==> src/rtl/ha_carry_resolver_pkg.sv <==
// ----------------------------------------------------------------------------
// ha_carry_resolver_pkg
//   Shared definitions for the half-adder carry resolver.
//   - DEFAULT_W     : default operand width (matches the upstream array)
//   - DEFAULT_CNT_W : default iteration counter width, >= $clog2(W+1)
//   - state_t       : resolver FSM states
// ----------------------------------------------------------------------------
package ha_carry_resolver_pkg;

    localparam int DEFAULT_W     = 4;
    localparam int DEFAULT_CNT_W = 3;

    typedef enum logic [1:0] {
        S_IDLE    = 2'd0,
        S_RESOLVE = 2'd1,
        S_DONE    = 2'd2
    } state_t;

endpackage

==> src/rtl/ha_carry_resolver_row.sv <==
// ----------------------------------------------------------------------------
// ha_carry_resolver_row
//   One combinational half-add row over W+1 bits. Each call moves every
//   pending carry one position to the left and folds it into the sum.
// Ports
//   i_s  in  W+1  current partial sum
//   i_c  in  W+1  current pending carries
//   o_s  out W+1  next partial sum   (i_s ^ i_c)
//   o_c  out W+1  next carries       ((i_s & i_c) << 1, MSB carry dropped)
// ----------------------------------------------------------------------------
module ha_carry_resolver_row
    import ha_carry_resolver_pkg::*;
#(
    parameter int W = DEFAULT_W
) (
    input  logic [W:0] i_s,
    input  logic [W:0] i_c,
    output logic [W:0] o_s,
    output logic [W:0] o_c
);

    // The sum absorbs the carries bitwise; wherever both were set a new
    // carry is generated one bit higher. The top bit's generated carry would
    // land outside the W+1-bit field, so only the low W bits are ANDed.
    assign o_s = i_s ^ i_c;
    assign o_c = {i_s[W-1:0] & i_c[W-1:0], 1'b0};

endmodule

==> src/rtl/ha_carry_resolver.sv <==
// ----------------------------------------------------------------------------
// ha_carry_resolver
//   Downstream stage of the W-bit half-adder array. Takes the per-bit sum
//   (a^b) and carry (a&b) vectors and repeatedly applies a half-add row until
//   no carries remain, producing the full a+b and the number of rows used.
// Ports
//   clk        in   1      rising-edge clock
//   rst        in   1      asynchronous active-high reset
//   in_valid   in   1      sum_in/carry_in valid
//   in_ready   out  1      block can accept an operand pair (IDLE only)
//   sum_in     in   W      per-bit a^b
//   carry_in   in   W      per-bit a&b
//   out_valid  out  1      result/iters valid
//   out_ready  in   1      consumer accepts the result
//   result     out  W+1    resolved a+b including carry-out
//   iters      out  CNT_W  number of resolve rows that updated s/c
// ----------------------------------------------------------------------------
module ha_carry_resolver
    import ha_carry_resolver_pkg::*;
#(
    parameter int W     = DEFAULT_W,
    parameter int CNT_W = DEFAULT_CNT_W
) (
    input  logic             clk,
    input  logic             rst,
    input  logic             in_valid,
    output logic             in_ready,
    input  logic [W-1:0]     sum_in,
    input  logic [W-1:0]     carry_in,
    output logic             out_valid,
    input  logic             out_ready,
    output logic [W:0]       result,
    output logic [CNT_W-1:0] iters
);

    state_t           r_state;
    logic [W:0]       r_s;
    logic [W:0]       r_c;
    logic [CNT_W-1:0] r_cnt;
    logic             r_inReady;
    logic             r_outValid;
    logic [W:0]       r_result;
    logic [CNT_W-1:0] r_iters;

    logic [W:0]       w_sNxt;
    logic [W:0]       w_cNxt;
    logic             w_resolveDone;
    logic             w_accept;

    // The combinational half-add row; the FSM decides when its outputs are
    // written back into s/c.
    ha_carry_resolver_row #(
        .W (W)
    ) u_row (
        .i_s (r_s),
        .i_c (r_c),
        .o_s (w_sNxt),
        .o_c (w_cNxt)
    );

    // Resolution stops once the carries are gone. The count limit is a
    // safety net: legal inputs never need more than W rows, but a corrupted
    // carry vector must not be able to keep the block busy forever.
    assign w_resolveDone = (r_c == '0) || (r_cnt == CNT_W'(W));

    // The handshake uses the registered ready so the accept edge is exactly
    // the edge the producer sees ready high.
    assign w_accept = r_inReady && in_valid;

    // Single FSM block holding the datapath registers and all registered
    // outputs. in_ready comes up one edge after reset release, and DONE
    // spends one edge loading out_valid before it can hand off the result,
    // which gives the fixed k+2 edge latency from accept to out_valid.
    // result/iters only change on the RESOLVE->DONE edge so the consumer
    // sees them stable for the whole time out_valid is high, and they keep
    // their value afterwards until the next transaction completes.
    always_ff @(posedge clk or posedge rst) begin
        if (rst) begin
            r_state    <= S_IDLE;
            r_s        <= '0;
            r_c        <= '0;
            r_cnt      <= '0;
            r_inReady  <= 1'b0;
            r_outValid <= 1'b0;
            r_result   <= '0;
            r_iters    <= '0;
        end else begin
            case (r_state)
                S_IDLE: begin
                    if (w_accept) begin
                        r_s       <= {1'b0, sum_in};
                        r_c       <= {carry_in, 1'b0};
                        r_cnt     <= '0;
                        r_inReady <= 1'b0;
                        r_state   <= S_RESOLVE;
                    end else begin
                        r_inReady <= 1'b1;
                    end
                end
                S_RESOLVE: begin
                    if (w_resolveDone) begin
                        r_result <= r_s;
                        r_iters  <= r_cnt;
                        r_state  <= S_DONE;
                    end else begin
                        r_s   <= w_sNxt;
                        r_c   <= w_cNxt;
                        r_cnt <= r_cnt + 1'b1;
                    end
                end
                S_DONE: begin
                    if (!r_outValid) begin
                        r_outValid <= 1'b1;
                    end else if (out_ready) begin
                        r_outValid <= 1'b0;
                        r_inReady  <= 1'b1;
                        r_state    <= S_IDLE;
                    end
                end
                default: begin
                    r_outValid <= 1'b0;
                    r_inReady  <= 1'b0;
                    r_state    <= S_IDLE;
                end
            endcase
        end
    end

    assign in_ready  = r_inReady;
    assign out_valid = r_outValid;
    assign result    = r_result;
    assign iters     = r_iters;

endmodule

==> config.mk <==
export PLATFORM = sky130hd
export DESIGN_NAME = ha_carry_resolver
export DESIGN_NICKNAME = d
export VERILOG_FILES = /design/src/rtl/ha_carry_resolver_pkg.sv /design/src/rtl/ha_carry_resolver_row.sv /design/src/rtl/ha_carry_resolver.sv
export SDC_FILE = /design/constraint.sdc
export NUM_CORES = 1
export LEC_CHECK = 0
export ABC_CLOCK_PERIOD_IN_PS = 2350
export CAP_MARGIN = 10
export CORE_MARGIN = 5
export CORE_UTILIZATION = 30
export DETAILED_ROUTE_END_ITERATION = 12
export PLACE_DENSITY_LB_ADDON = 0.2
export SLEW_MARGIN = 5
export SYNTH_ARGS = -nofsm -noshare
export SYNTH_HDL_FRONTEND = slang
export SYNTH_SLANG_ARGS = --single-unit
==> constraint.sdc <==
create_clock -name clk -period 2.35 [get_ports clk]
set_clock_uncertainty 0.2 [all_clocks]
set_input_delay 0.47 -clock clk [delete_from_list [all_inputs] [get_ports clk]]
set_output_delay 0.47 -clock clk [all_outputs]
set_load 0.02 [all_outputs]
==> results.json, run 1 <==
{
  "status": "finished clean",
  "start_kind": "register",
  "synth_top_area_frac": 0.502,
  "gp_congestion": 0.734,
  "synthCells": 99,
  "path_max_fanout": 9,
  "cts.htree.levels": 1,
  "dieArea_sq_um": 5350,
  "grt_pass1_wl_um": 4170,
  "r2r_setup_slack_ns": 0.25,
  "wire_per_inst_um": 14.3,
  "fin_crit_ns": 2.10,
  "nets": 142,
  "hp-class": "register to register",
  "drtPass1Iterations": 2,
  "fin_setup_tns_ns": 0,
  "route.met2.wl_um": 1130,
  "ir_drop_v": 0.000518,
  "hpwlAfterDp_um": 1780,
  "design_area_sq_um": 1500,
  "power_frac_comb": 0.480,
  "critical_path_arrival_ns": 2.06,
  "track_usage": 0.104,
  "drv_cap": 0,
  "worst_pin_slew_ns": 0.401,
  "end_kind": "register",
  "synth-simple-area-share": 0.128,
  "synth_edf_count": 0,
  "n_antenna_cell": 0,
  "synth_top_cell_by_area": "dfrtp_1",
  "intPower_w": 0.00120,
  "ant_nets": 0,
  "syn_nets": 116,
  "drt_iter0_markers": 28,
  "crit_required_ns": 2.31,
  "postCtsSetupRepairBufs": 0,
  "synthesis.area_sq_um": 1200,
  "postSynthAreaPerCell_sq_um": 12.1,
  "fill_cells": 385,
  "vias": 846,
  "clock_path_buffers": 2,
  "drc_errors": 0,
  "clock_tree.root_cell": "clkbuf_8",
  "synth_common_cells": "dfrtp_1, mux2_2, a21oi_1, nand2_1",
  "die_h_um": 73.1,
  "dpl_cell_area_sq_um": 1460,
  "synth_top_family_by_area": "compound AO/OA/AOI/OAI gates",
  "swShare": 0.370,
  "clock_latency_ns": 0.27,
  "synthMuxAreaShare": 0.112,
  "max_slew_margin": 0.731,
  "clk_pin_slew_ns": 0.08,
  "vias_per_cell": 4.89,
  "die_w_um": 73.1,
  "yosys_register_bits": 24,
  "grt_max_degree": 25,
  "async_reset_ff_frac": 1.00,
  "cts_tree": "done",
  "synth_ff_type": "dfrtp_1",
  "seq_area_frac_synth": 0.502,
  "ios": 22,
  "start_util": 0.303,
  "grt_antenna_before_repair": 0,
  "rsz0062_at_grt": "no",
  "area_growth_pct": 25.7,
  "cts_sinks": 24,
  "period_share": 0.894,
  "cts_buffers": 3,
  "cts_resized": 0,
  "post_layout_nonfiller_instances": 173,
  "p_sw_w": 0.000703,
  "synth_cell_types": 33,
  "critPathKind": "register to register",
  "power.density_nw_per_um2": 1260,
  "synth-xor-area-share": 0,
  "routed.top_layer": "met4",
  "layout-drive-gt1-share": 0.211,
  "placed_cells": 170,
  "grt_pass1_vias": 888,
  "p_seq_frac": 0.392,
  "max_clock_freq_mhz": 476,
  "ys_top_cells_by_area": "dfrtp_1, mux2_2, ha_1",
  "core_sq_um": 3940,
  "finalWirelength_um": 2470,
  "port_buffers": 21,
  "met1_length_um": 1160,
  "post-synth-top-count-cell": "dfrtp_1",
  "setup_viol": 0,
  "whs_ns": 0.311,
  "finalHoldViolations": 0,
  "report.final.slew_viol_count": 0,
  "p_clk_frac": 0.128,
  "rows": 23,
  "ctsHoldBuffers": 0,
  "grt-ovfl-total": 0,
  "wl_met3_um": 122,
  "synth_compound_area_frac": 0.154,
  "p_leak_nw": 0.670,
  "ys_warn_count": 0,
  "synth_adder_area_share": 0.0523
}
through the flow:
step                worst slack (ns)  power [W]   util
floorplan                      0.362    0.00139      -
global placement               0.140    0.00167  0.371
detailed placement             0.147    0.00169  0.371
CTS                            0.204    0.00194  0.381
global route                   0.155    0.00206  0.381
finish                         0.250    0.00190  0.381
cell usage in the layout, fill, tap and decap left out, types with 2 or more instances in the layout:
cell and count:
clkbuf_8 3, clkdlybuf4s50_1 21, a221o_2 2, nand2_1 6, o21ai_0 4, and4b_1 2
dfrtp_1 24, nor2_1 2, a31o_2 2, inv_1 5, and2_1 5, a21oi_1 6
buf_4 5, ha_1 5, a221o_1 3, mux2_2 11
power groups by stage:
stage	Clock [W]	Combinational (W)	Sequential [W]
global route	0.000267	0.00102	0.000776
CTS	0.000257	0.000931	0.000749
floorplan	0	0.000590	0.000804
finish	0.000242	0.000912	0.000745
detailed placement	0	0.000927	0.000758
global placement	0	0.000924	0.000749
logic make-up (layout without fill, tap and decap cells):
logic type / Yosys count / after routing
buffers and inverters: 10 / 34
adder cells (fa/ha/maj): 5 / 5
AO/OA/AOI/OAI: 24 / 24
AND/OR/NAND/NOR: 24 / 24
flip-flops: 24 / 24
multiplexers: 12 / 12
path summary, 6_finish.rpt:
check                          from        end  depth (start not counted)
hold / removal             iters[2]   iters[2]                          1
setup / recovery             r_c[1]  result[2]                          3
hold reg to reg            iters[2]   iters[2]                          1
max in group asynchronous       rst     r_c[4]                          3
min in group asynchronous       rst     r_s[3]                          3
setup reg to reg             r_c[1]  result[2]                          3
registers in the layout, summed over array words and instances (netlist names):
name,flops
in_ready,1
r_c,4
out_valid,1
result,5
r_cnt,3
r_s,5
r_state,2
iters,3
critical path, stage by stage (launching register included):
cell	delay [ns]
dfrtp_1	0.43
or4_4	0.62
a21boi_4	0.37
mux2_2	0.38
routing by layer:
metal | GRT usage | vias up
met4 | 0.0553 | 0
met2 | 0.163 | 19
met3 | 0.0220 | 5
met5 | 0 | -
met1 | 0.133 | 413
li1 | - | 409
final cells by class:
type                    instances  area [sq um]  area share
well taps                      50          62.6      0.0416
inverters                       5          18.8      0.0125
repair buffers                 26           248       0.165
clock buffers                   3          41.3      0.0275
multi-input cells              65           533       0.354
flip-flops and latches         24           601       0.399
Power figures use the tool's default switching activity.
==> run 2, diff against run 1 <==
ABC_CLOCK_PERIOD_IN_PS = unset   (was 2350)
CORE_UTILIZATION = 51   (was 30)
==> results.json, run 2 (same netlist as run 1, synthesis figures left out) <==
{
  "r2r_cells": 3,
  "drtPass1Iterations": 4,
  "status": "finished clean",
  "critPathKind": "register to output pin",
  "routed.top_layer": "met4",
  "rsz0062_at_grt": "no",
  "gp_congestion": 0.812,
  "whs_ns": 0.277,
  "drt_iter0_markers": 20,
  "nets": 141,
  "power.density_nw_per_um2": 1280,
  "ctsHoldBuffers": 0,
  "crit_required_ns": 1.68,
  "core_sq_um": 2230,
  "route.met2.wl_um": 1110,
  "layout-drive-gt1-share": 0.211,
  "track_usage": 0.154,
  "wl_met3_um": 78,
  "die_h_um": 58.4,
  "report.final.slew_viol_count": 0,
  "clk_pin_slew_ns": 0.13,
  "cp_top_family": "buffers and inverters",
  "vias": 844,
  "fin_crit_ns": 2.12,
  "postCtsSetupRepairBufs": 0,
  "reg2reg_from": "r_c[1]",
  "drc_errors": 0,
  "cts.htree.levels": 1,
  "grt-ovfl-total": 0,
  "area_growth_pct": 22.4,
  "port_buffers": 21,
  "critical_path_arrival_ns": 1.45,
  "period_share": 0.901,
  "ir_drop_v": 0.000811,
  "drv_cap": 0,
  "r2r_setup_slack_ns": 0.26,
  "finalWirelength_um": 2270,
  "cts_buffers": 3,
  "grt_antenna_before_repair": 0,
  "clock_latency_ns": 0.32,
  "cts_tree": "done",
  "max_clock_freq_mhz": 472,
  "cts_sinks": 24,
  "dieArea_sq_um": 3410,
  "start_kind": "register",
  "ant_nets": 0,
  "grt_pass1_vias": 872,
  "fin_ws_ns": 0.233,
  "cp_slowest_cell": "clkdlybuf4s50_1",
  "rows": 17,
  "layout_common_cells": "dfrtp_1, clkdlybuf4s50_1, mux2_2",
  "critPathMaxStageDelay_ns": 0.65,
  "ios": 22,
  "finalHoldViolations": 0,
  "dpl_cell_area_sq_um": 1430,
  "path_buf_inv": 1,
  "setup_viol": 0,
  "p_leak_nw": 0.665,
  "design_area_sq_um": 1460,
  "hp-class": "input port to async pin",
  "fin_setup_tns_ns": 0,
  "clock_path_buffers": 2,
  "wire_per_inst_um": 15.0,
  "fill_cells": 183,
  "path_cells": "clkdlybuf4s50_1",
  "regToRegEndpoint": "result[0]",
  "max_slew_margin": 0.696,
  "grt_pass1_wl_um": 4020,
  "vias_per_cell": 5.59,
  "pre_cts_slack_ns": 0.123,
  "start_util": 0.536,
  "met1_length_um": 1040,
  "hpwlAfterDp_um": 1690,
  "die_w_um": 58.4,
  "clock_tree.root_cell": "clkbuf_4",
  "final_common_cell": "dfrtp_1",
  "cts_resized": 0,
  "path_max_fanout": 8,
  "end_kind": "output pin",
  "grt_max_degree": 25,
  "worst_pin_slew_ns": 0.454,
  "n_antenna_cell": 0
}
run 2: cell type report:
cell class              count  area, sq um  share of cell area
inverters                   5         18.8              0.0128
clock buffers               4         36.3              0.0248
multi-input cells          65          533               0.364
well taps                  28         35.0              0.0239
repair buffers             25          240               0.164
flip-flops and latches     24          601               0.410
run 2: worst register-to-register path, cell delays in order (launching register included):
cell      delay [ns]
dfrtp_1         0.44
or4_4           0.61
a21boi_4        0.36
mux2_2          0.38
run 2: how the worst max path moves through the flow:
stage	start	to	slack [ns]	depth (start not counted)
after floorplan	r_c[1]	iters[0]	0.36	4
after global placement	in_valid	r_c[4]	0.15	5
after detailed placement	in_valid	r_s[3]	0.12	5
after CTS	in_ready	in_ready	0.22	1
after global routing	in_ready	in_ready	0.17	1
final	in_ready	in_ready	0.23	1
run 2: per-layer routing:
metal / vias to the layer above / global-route usage
li1: 410 / -
met1: 415 / 0.197
met2: 15 / 0.249
met3: 4 / 0.0241
met4: 0 / 0.0795
met5: - / 0
run 2: metrics by stage:
| step | instances | power [W] | utilization |
|---|---|---|---|
| 2_1_floorplan | 99 | 0.00139 | - |
| 6_report | 151 | 0.00187 | 0.655 |
| 4_1_cts | 151 | 0.00189 | 0.655 |
| 3_5_place_dp | 147 | 0.00167 | 0.639 |
| 3_3_place_gp | 147 | 0.00164 | 0.639 |
| 5_1_grt | 151 | 0.00202 | 0.655 |
run 2: report_power, final:
part	total [W]	internal (W)	switching, W
logic	0.000886	0.000481	0.000405
registers	0.000766	0.000591	0.000175
clock network	0.000218	0.0000948	0.000124
==> run 3, diff against run 2 <==
SKIP_LAST_GASP = 1   (was unset)
==> results of run 3 <==
No change in the layout: final DEF, timing and power equal those of run 2.
